### src/rtl/rv_pkg.sv
// Types and constants shared by decode, writeback and the register file.
package rv_pkg;

    localparam int unsigned XLEN_DEFAULT  = 32;
    localparam int unsigned NREGS_DEFAULT = 32;
    localparam int unsigned REG_ZERO      = 0;

    typedef logic [$clog2(NREGS_DEFAULT)-1:0] reg_addr_t;

    // x0 and anything past the last implemented register are never stored or tracked.
    function automatic logic addr_valid(input logic [31:0] a, input int unsigned nregs);
        return (a != REG_ZERO) && (a < nregs);
    endfunction

endpackage

### src/rtl/reg_file_rdport.sv
// One combinational read port: address check, write bypass and busy lookup.
module reg_file_rdport
    import rv_pkg::*;
#(
    parameter int unsigned XLEN  = XLEN_DEFAULT,
    parameter int unsigned NREGS = NREGS_DEFAULT,
    parameter int unsigned AW    = $clog2(NREGS)
) (
    input  logic [AW-1:0]   ra_i,
    input  logic            we_i,
    input  logic [AW-1:0]   wa_i,
    input  logic [XLEN-1:0] wd_i,
    input  logic [XLEN-1:0] regs_i [NREGS],
    input  logic [NREGS-1:0] busy_i,
    output logic [XLEN-1:0] rd_o,
    output logic            rd_busy_o
);

    always_comb begin
        rd_o      = '0;
        rd_busy_o = 1'b0;
        if (addr_valid(32'(ra_i), NREGS)) begin
            // A writeback this cycle both supplies the data and retires the reservation.
            if (we_i && (wa_i == ra_i)) begin
                rd_o = wd_i;
            end else begin
                rd_o      = regs_i[ra_i];
                rd_busy_o = busy_i[ra_i];
            end
        end
    end

endmodule

### src/rtl/pipe_reg_file.sv
// Register file with hardwired x0, write-to-read bypass and a per-register busy scoreboard.
module pipe_reg_file
    import rv_pkg::*;
#(
    parameter int unsigned XLEN  = XLEN_DEFAULT,
    parameter int unsigned NREGS = NREGS_DEFAULT,
    parameter int unsigned NRD   = 2,
    parameter int unsigned AW    = $clog2(NREGS)
) (
    input  logic                clk,
    input  logic                rst,
    input  logic [NRD*AW-1:0]   ra,
    output logic [NRD*XLEN-1:0] rd,
    output logic [NRD-1:0]      rd_busy,
    input  logic                we,
    input  logic [AW-1:0]       wa,
    input  logic [XLEN-1:0]     wd,
    input  logic                rsv_en,
    input  logic [AW-1:0]       rsv_a,
    input  logic                flush,
    output logic                pending
);

    logic [XLEN-1:0]  regs_q [1:NREGS-1];
    logic [XLEN-1:0]  regs_d [1:NREGS-1];
    logic [NREGS-1:1] busy_q;
    logic [NREGS-1:1] busy_d;

    logic [XLEN-1:0]  rf_view [NREGS];
    logic [NREGS-1:0] busy_view;

    always_comb begin
        regs_d = regs_q;
        busy_d = busy_q;
        for (int unsigned k = 1; k < NREGS; k++) begin
            if (we && (32'(wa) == k)) begin
                regs_d[k] = wd;
                busy_d[k] = 1'b0;
            end
            // Reserve wins over a same-edge writeback: the new producer is still in flight.
            if (rsv_en && !flush && (32'(rsv_a) == k)) begin
                busy_d[k] = 1'b1;
            end
        end
        if (flush) begin
            busy_d = '0;
        end
    end

    always_ff @(posedge clk or negedge rst) begin
        if (!rst) begin
            for (int unsigned k = 1; k < NREGS; k++) begin
                regs_q[k] <= '0;
            end
            busy_q <= '0;
        end else begin
            regs_q <= regs_d;
            busy_q <= busy_d;
        end
    end

    always_comb begin
        rf_view[0] = '0;
        for (int unsigned k = 1; k < NREGS; k++) begin
            rf_view[k] = regs_q[k];
        end
        busy_view = {busy_q, 1'b0};
    end

    assign pending = |busy_q;

    for (genvar i = 0; i < NRD; i++) begin : g_rdport
        reg_file_rdport #(
            .XLEN  (XLEN),
            .NREGS (NREGS),
            .AW    (AW)
        ) u_rdport (
            .ra_i      (ra[i*AW +: AW]),
            .we_i      (we),
            .wa_i      (wa),
            .wd_i      (wd),
            .regs_i    (rf_view),
            .busy_i    (busy_view),
            .rd_o      (rd[i*XLEN +: XLEN]),
            .rd_busy_o (rd_busy[i])
        );
    end

endmodule

### config.mk
export PLATFORM = sky130hd
export DESIGN_NAME = pipe_reg_file
export DESIGN_NICKNAME = d
export VERILOG_FILES = /design/src/rtl/rv_pkg.sv /design/src/rtl/reg_file_rdport.sv /design/src/rtl/pipe_reg_file.sv
export SDC_FILE = /design/constraint.sdc
export NUM_CORES = 2
export LEC_CHECK = 0
export CAP_MARGIN = 10
export CORE_UTILIZATION = 40
export DETAILED_ROUTE_END_ITERATION = 16
export PLACE_DENSITY = 0.65
export SYNTH_ARGS = -nofsm -noshare
export SYNTH_HDL_FRONTEND = slang
export SYNTH_SLANG_ARGS = --single-unit
### constraint.sdc
create_clock -name clk -period 2.9 [get_ports clk]
set_input_delay 0.58 -clock clk [delete_from_list [all_inputs] [get_ports clk]]
set_output_delay 0.58 -clock clk [all_outputs]
set_load 0.01 [all_outputs]
Yosys cells after proc, flatten, opt, wreduce, memory -nomap -nowiden

Cells that the tools add are included.

Bitwise gates (word level): 2
Reduce and logical (&&, ||, !) cells: 100
Order comparisons: 4
Multiplexer cells: 81
Eq/ne operators: 64

Operators with widths:

| cell               | number |
|---|---|
| $bmux 32 s5        | 2 |
| $mux 32            | 8 |
| $eq 5x5->1 const B | 32 |
| $reduce_bool 3->1  | 31 |
| $eq 5x4->1 const B | 16 |
| $mux 1             | 68 |
| $logic_and 1x1->1  | 65 |
| $eq 5x3->1 const B | 8 |
| $mux 31            | 1 |
| $reduce_or 31->1   | 1 |
| $eq 5x2->1 const B | 4 |
| $ge 6x6->1 const B | 2 |
| $lt 5x6->1 const B | 2 |
| $not 5->6          | 2 |
| $bmux 1 s5         | 2 |
| $eq 5x1->1 const B | 2 |
| $eq 5x5->1         | 2 |
| $reduce_bool 5->1  | 2 |
| $logic_not 1->1    | 1 |

Logic and storage cells: 313
Register bits after elaboration: 1023
Output and inout bits: 67
Input bits: 57

Longest topological paths before layout

Word-level depth: 6
Gate-level depth with buffers: 10
Mapped depth without buffers: 5

Cells and area by module

Synthesis repeated with hierarchy kept, for this count alone.

Cell total of the unflattened synthesis: 3962
Area, all modules: 56756.9 µm²

Modules (own cells, without submodules):

| module          | times used | area an instance (µm²) | cells each | sequential area each (µm²) |
|---|---|---|---|---|
| pipe_reg_file   | 1          | 38767.2                | 2362       | 25599.6 |
| reg_file_rdport | 2          | 8994.9                 | 800        | 0.0 |

Worst setup path after synthesis

Ideal clock, no wire load.

Path kind: in2out
Start: in ra[5]
End: out rd[62]
Path buffers: 3
Arrival time: 2356 ps
Setup slack: -36 ps
Data required time: 2320 ps
Cell stages on the path: 7
Cell sequence: buf_2 > buf_2 > buf_2 > mux4_2 > o32a_1 > nand4_1 > o311ai_0

Longest elaborated chain between the ends: 6
Elaborated cells between the ends (all ways): 9
Those cells by class: eq/ne (1); mux (5); bitwise (1); reduce/logical (2)

Ends and longest elaborated chain:

| element                                     | RTL line              | source |
|---|---|---|
| from (decl)                                 | pipe_reg_file.sv:12   | `input logic [NRD*AW-1:0] ra,` |
| $not 5->6 (not written as such)             | reg_file_rdport.sv:27 | `rd_o = regs_i[ra_i];` |
| $bmux 32 s5                                 | reg_file_rdport.sv:27 |  |
| $mux 32 (not written as such) (2 in series) | reg_file_rdport.sv:27 |  |
| $mux 32                                     | reg_file_rdport.sv:24 | `if (we_i && (wa_i == ra_i)) begin` |
| $mux 32 (*)                                 | reg_file_rdport.sv:22 | `if (addr_valid(32'(ra_i), NREGS)) begin` |
| to (decl)                                   | pipe_reg_file.sv:13   | `output logic [NRD*XLEN-1:0] rd,` |

Mark *: on every way between the ends. The rest lies on a longest branch, timed or not. The select of a mux whose other input is x is not followed.

Final worst setup path

Start: reg busy_q[19] (netlist name)
End: out rd_busy[0]

Longest elaborated chain between the ends: 4

Ends and longest elaborated chain:

| element                      | RTL line              | source |
|---|---|---|
| from (decl)                  | pipe_reg_file.sv:26   | `logic [NREGS-1:1] busy_q;` |
| from (signal assigned)       | pipe_reg_file.sv:58   | `busy_q <= busy_d;` |
| $bmux 1 s5                   | reg_file_rdport.sv:28 | `rd_busy_o = busy_i[ra_i];` |
| $mux 1 (not written as such) | reg_file_rdport.sv:28 |  |
| $mux 1                       | reg_file_rdport.sv:24 |  |
| $mux 1                       | reg_file_rdport.sv:22 |  |
| to (decl)                    | pipe_reg_file.sv:14   | `output logic [NRD-1:0] rd_busy,` |

Every way passes these cells. The select of a mux whose other input is x is not followed.

==> metrics.md <==
| Metric | Value |
|---|---|
| Outcome | `complete, but fails checks` |
| Failing checks | `setup timing` |
| Synth unique cells | `57` |
| Worst reg-to-reg path cell count | `3` |
| Buffer levels on the longest clock path | `3` |
| Post-synthesis sequential element count | `slightly above 1,000` |
| Share of layout cells above drive strength 1 | `0.5627` |
| Total via count in the routed design | `43,179` |
| # fillers | `11,000` |
| Reg-to-Reg End | `regs_q[74]$_DFFE_PN0P_` |
| Detailed-placement wirelength estimate | `142.7 mm` |
| FMAX | `295.8 MHz` |
| WL/cell | `32.36 um` |
| Largest fanout on the critical path | `2` |
| Worst Clk Skew | `0 ps` |
| Row Count | `136` |
| Largest vdd supply drop | `471.2 uV` |
| Last weighted congestion value of the routability-driven placer | `0.9438` |
| Required time at the worst-slack endpoint | `2320 ps` |
| Average instance area after synthesis | `13.50 um2` |
| Slowest cell delay on critical path | `around 490 ps` |
| Critical path capture point type | `output port` |
| Worst Path Arrival | `2800 ps` |
| Hold Fails Final Rpt | `0` |
| Source-to-sink clock delay at the later pin of the worst-skew pair | `~750 ps` |
| Worst-path cell with the longest stage delay | `sky130_fd_sc_hd__mux4_2` |
| Synth warn | `0` |
| Worst hold slack | `between 300 and 400 ps` |
| Maximum number of pins on one net before global-route repair | `129` |
| Final-report max-slew violation count | `0` |
| WS Path Type | `reg -> out` |
| Synthesized instance count | `4,094` |
| Initial antenna violation count | `4` |
| Number of global-route vias before repair | `between 40,000 and 50,000` |
| Transition time at the pin with the least slew margin | `718.5 ps` |
| Cell area after technology mapping | `0.05528 mm2` |
| Commonest non-fill, non-tap cell in the layout | `sky130_fd_sc_hd__dfrtp_1` |
| Critical path, cell by cell | `mux4_2 > mux4_2 > mux2i_4 > buf_6 > a31oi_4 > buf_6` |
| Total die area | `0.1397 mm2` |
| Area Growth Syn to Fin | `31.17%` |
| First-pass GRT wire length | `around 310 mm` |
| Type of the worst min-delay path | `in -> async` |
| Y dimension of the die | `373.8 um` |
| Clock slew at the register clock pins of the worst setup and hold paths | `70 ps` |
| Average vias per placed instance | `6.447` |
| Tot GR Track Use | `0.3073` |
| Buffers added on ports | `approximately 120` |
| Root buffer cell | `sky130_fd_sc_hd__clkbuf_16` |
| Number of H-tree levels | `3` |
| Share of synthesized flip-flops with an asynchronous set or reset | `1.000` |
| Start of the worst register-to-register path | `regs_q[74]$_DFFE_PN0P_` |
| Remaining antenna violation count | `0` |
| Die span in x | `373.8 um` |
| Sequential share of the synthesized area | `0.4631` |
| Slack of the critical path | `-480.7 ps` |
| Share of the synthesized area in the top cell type | `0.4631` |
| Count of routing violations after the opening detailed-route iteration | `5,018` |
| Worst slew slack as a fraction of its limit | `0.5210` |
| Synth top area cells | `sky130_fd_sc_hd__dfrtp_1 (46%), sky130_fd_sc_hd__mux2_2 (18%), sky130_fd_sc_hd__mux4_2 (17%), sky130_fd_sc_hd__mux2i_1 (2.7%), sky130_fd_sc_hd__o21ai_0 (2.1%)` |
| Total routed wirelength | `216.8 mm` |
| Final period demand of the worst path | `3381 ps` |
| Num CTS Buffers | `109` |
| Global route overflow | `0` |
| Power per cell area | `about 620 mW/mm2` |
| Startpoint types | `flip-flop` |
| Setup-failing EPs final | `66` |
| Flip-flop cell with the highest count after synthesis | `sky130_fd_sc_hd__dfrtp_1` |
| Number of top-level design ports | `124` |
| Nets | `roughly 4,900` |
| Number of synthesized flops with an enable pin | `0` |
| RSZ-0062 raised after global routing | `true` |
| DRC violation count after routing | `0` |
| Number of maximum-capacitance violations | `0` |
| Clock sink count | `1,023` |
| Effective utilization at floorplan | `0.4026` |
| Pre-Repair DR Iteration Count | `6` |
| Register-to-Register Setup Slack | `about 1900 ps` |
| Synth area leader | `sky130_fd_sc_hd__dfrtp_1` |
| Final Cycle Share | `1.166` |
| Core area | `0.1373 mm2` |
| Most used cells in the layout excluding fill and tap cells | `sky130_fd_sc_hd__dfrtp_1 (1,023), sky130_fd_sc_hd__mux2_2 (890), sky130_fd_sc_hd__buf_4 (631), sky130_fd_sc_hd__mux4_2 (415), sky130_fd_sc_hd__nand2_1 (207)` |
| Final setup TNS | `-17,520 ps` |
| Leakage Power | `roughly 32 nW` |
| Clock tree from TritonCTS | `yes` |
| Final Util | `0.5280` |
| Net count after synthesis | `4,151` |
[sequential cells by signal (all words and copies together), names as in the netlist]
signal,cells
busy_q,31
regs_q,992
[cell type report]
| cell class | count | area, um2 | area share |
|---|---|---|---|
| antenna | 4 | 10.01 | 0.0001380 |
| clock buffer | 157 | 3261 | 0.04497 |
| clock inverter | 46 | 543.0 | 0.007489 |
| inverter | 35 | 137.6 | 0.001898 |
| multi-input combinational | 2599 | 29520 | 0.4072 |
| sequential | 1023 | 25600 | 0.3530 |
| tap | 1794 | 2245 | 0.03096 |
| timing repair buffer | 1040 | 11190 | 0.1544 |
[how the worst max path moves through the flow]
| stage | from | to | slack [ps] | depth (start not counted) |
|---|---|---|---|---|
| final | busy_q[19]$_DFFE_PN0P_ | rd_busy[0] | -480 | 6 |
| after global routing | busy_q[18]$_DFFE_PN0P_ | rd_busy[0] | -480 | 6 |
| after CTS | busy_q[16]$_DFFE_PN0P_ | rd_busy[0] | -480 | 6 |
| after detailed placement | wa[3] | rd[37] | -1820 | 9 |
| after global placement | wa[4] | rd[37] | -1840 | 9 |
| after floorplan | ra[5] | rd[63] | -20 | 7 |
[kinds of logic after synthesis]
family                    synth area share
AOI/OAI and AO/OA                  0.07496
xor gates and xnor gates          0.001584
DFF                                 0.4631
muxes                               0.3819
buffers and inverters              0.03809
and+or+nand+nor                    0.04035
[routing by layer]
layer / wire, um / global-route usage
met1: 83900 / 0.4160
met2: 96660 / 0.4614
met3: 23770 / 0.06950
met4: 12410 / 0.1613
met5: 13 / 0
[report_power, final]
group	switching (mW)	internal [mW]	leakage, nW
sequential	1.98	17.0	13.1
combinational	4.79	6.47	16.6
clock	6.32	8.62	1.88
total	13.1	32.1	31.6
[worst max-delay path: cells and delay by family, from the launching register on]
kind / cells / cell delay, ps
AOI/OAI and AO/OA: 1 / 50
DFF: 1 / 400
buffers and inverters: 2 / 310
muxes: 3 / 1270
[through the flow]
stage                     worst slack [ps]  instances  total power [mW]  instance area [um2]
final                               -480.7       6698             45.15                72510
after floorplan                     -16.73       4094             24.90                55290
after CTS                           -480.4       6673             44.70                71610
after global routing                -475.7       6694             46.67                72500
after detailed placement             -1818       6339             29.14                64740
after global placement               -1843       6339             28.76                64740
[synth_stat cells (22+ instances only)]
master,number
sky130_fd_sc_hd__clkbuf_1,229
sky130_fd_sc_hd__inv_1,35
sky130_fd_sc_hd__a22oi_1,53
sky130_fd_sc_hd__mux2i_1,149
sky130_fd_sc_hd__nor2_1,98
sky130_fd_sc_hd__buf_4,31
sky130_fd_sc_hd__nor2b_1,23
sky130_fd_sc_hd__a31oi_1,47
sky130_fd_sc_hd__mux4_2,415
sky130_fd_sc_hd__mux2_2,890
sky130_fd_sc_hd__o22ai_1,45
sky130_fd_sc_hd__a221oi_1,27
sky130_fd_sc_hd__buf_2,144
sky130_fd_sc_hd__buf_1,28
sky130_fd_sc_hd__a22o_1,32
sky130_fd_sc_hd__a21oi_1,68
sky130_fd_sc_hd__o21ai_0,237
sky130_fd_sc_hd__nand2_1,223
sky130_fd_sc_hd__dfrtp_1,1023
sky130_fd_sc_hd__nand2b_1,22
[what timing repair did]
item,CTS,global route
endpoints found under the hold margin,19,0
hold buffers,1,0
cloned,16,5
pin swaps,116,79
setup buffers,139,36
endpoints found under the setup margin,67,67
resized for setup,690,154
Power figures use the tool's default switching activity.
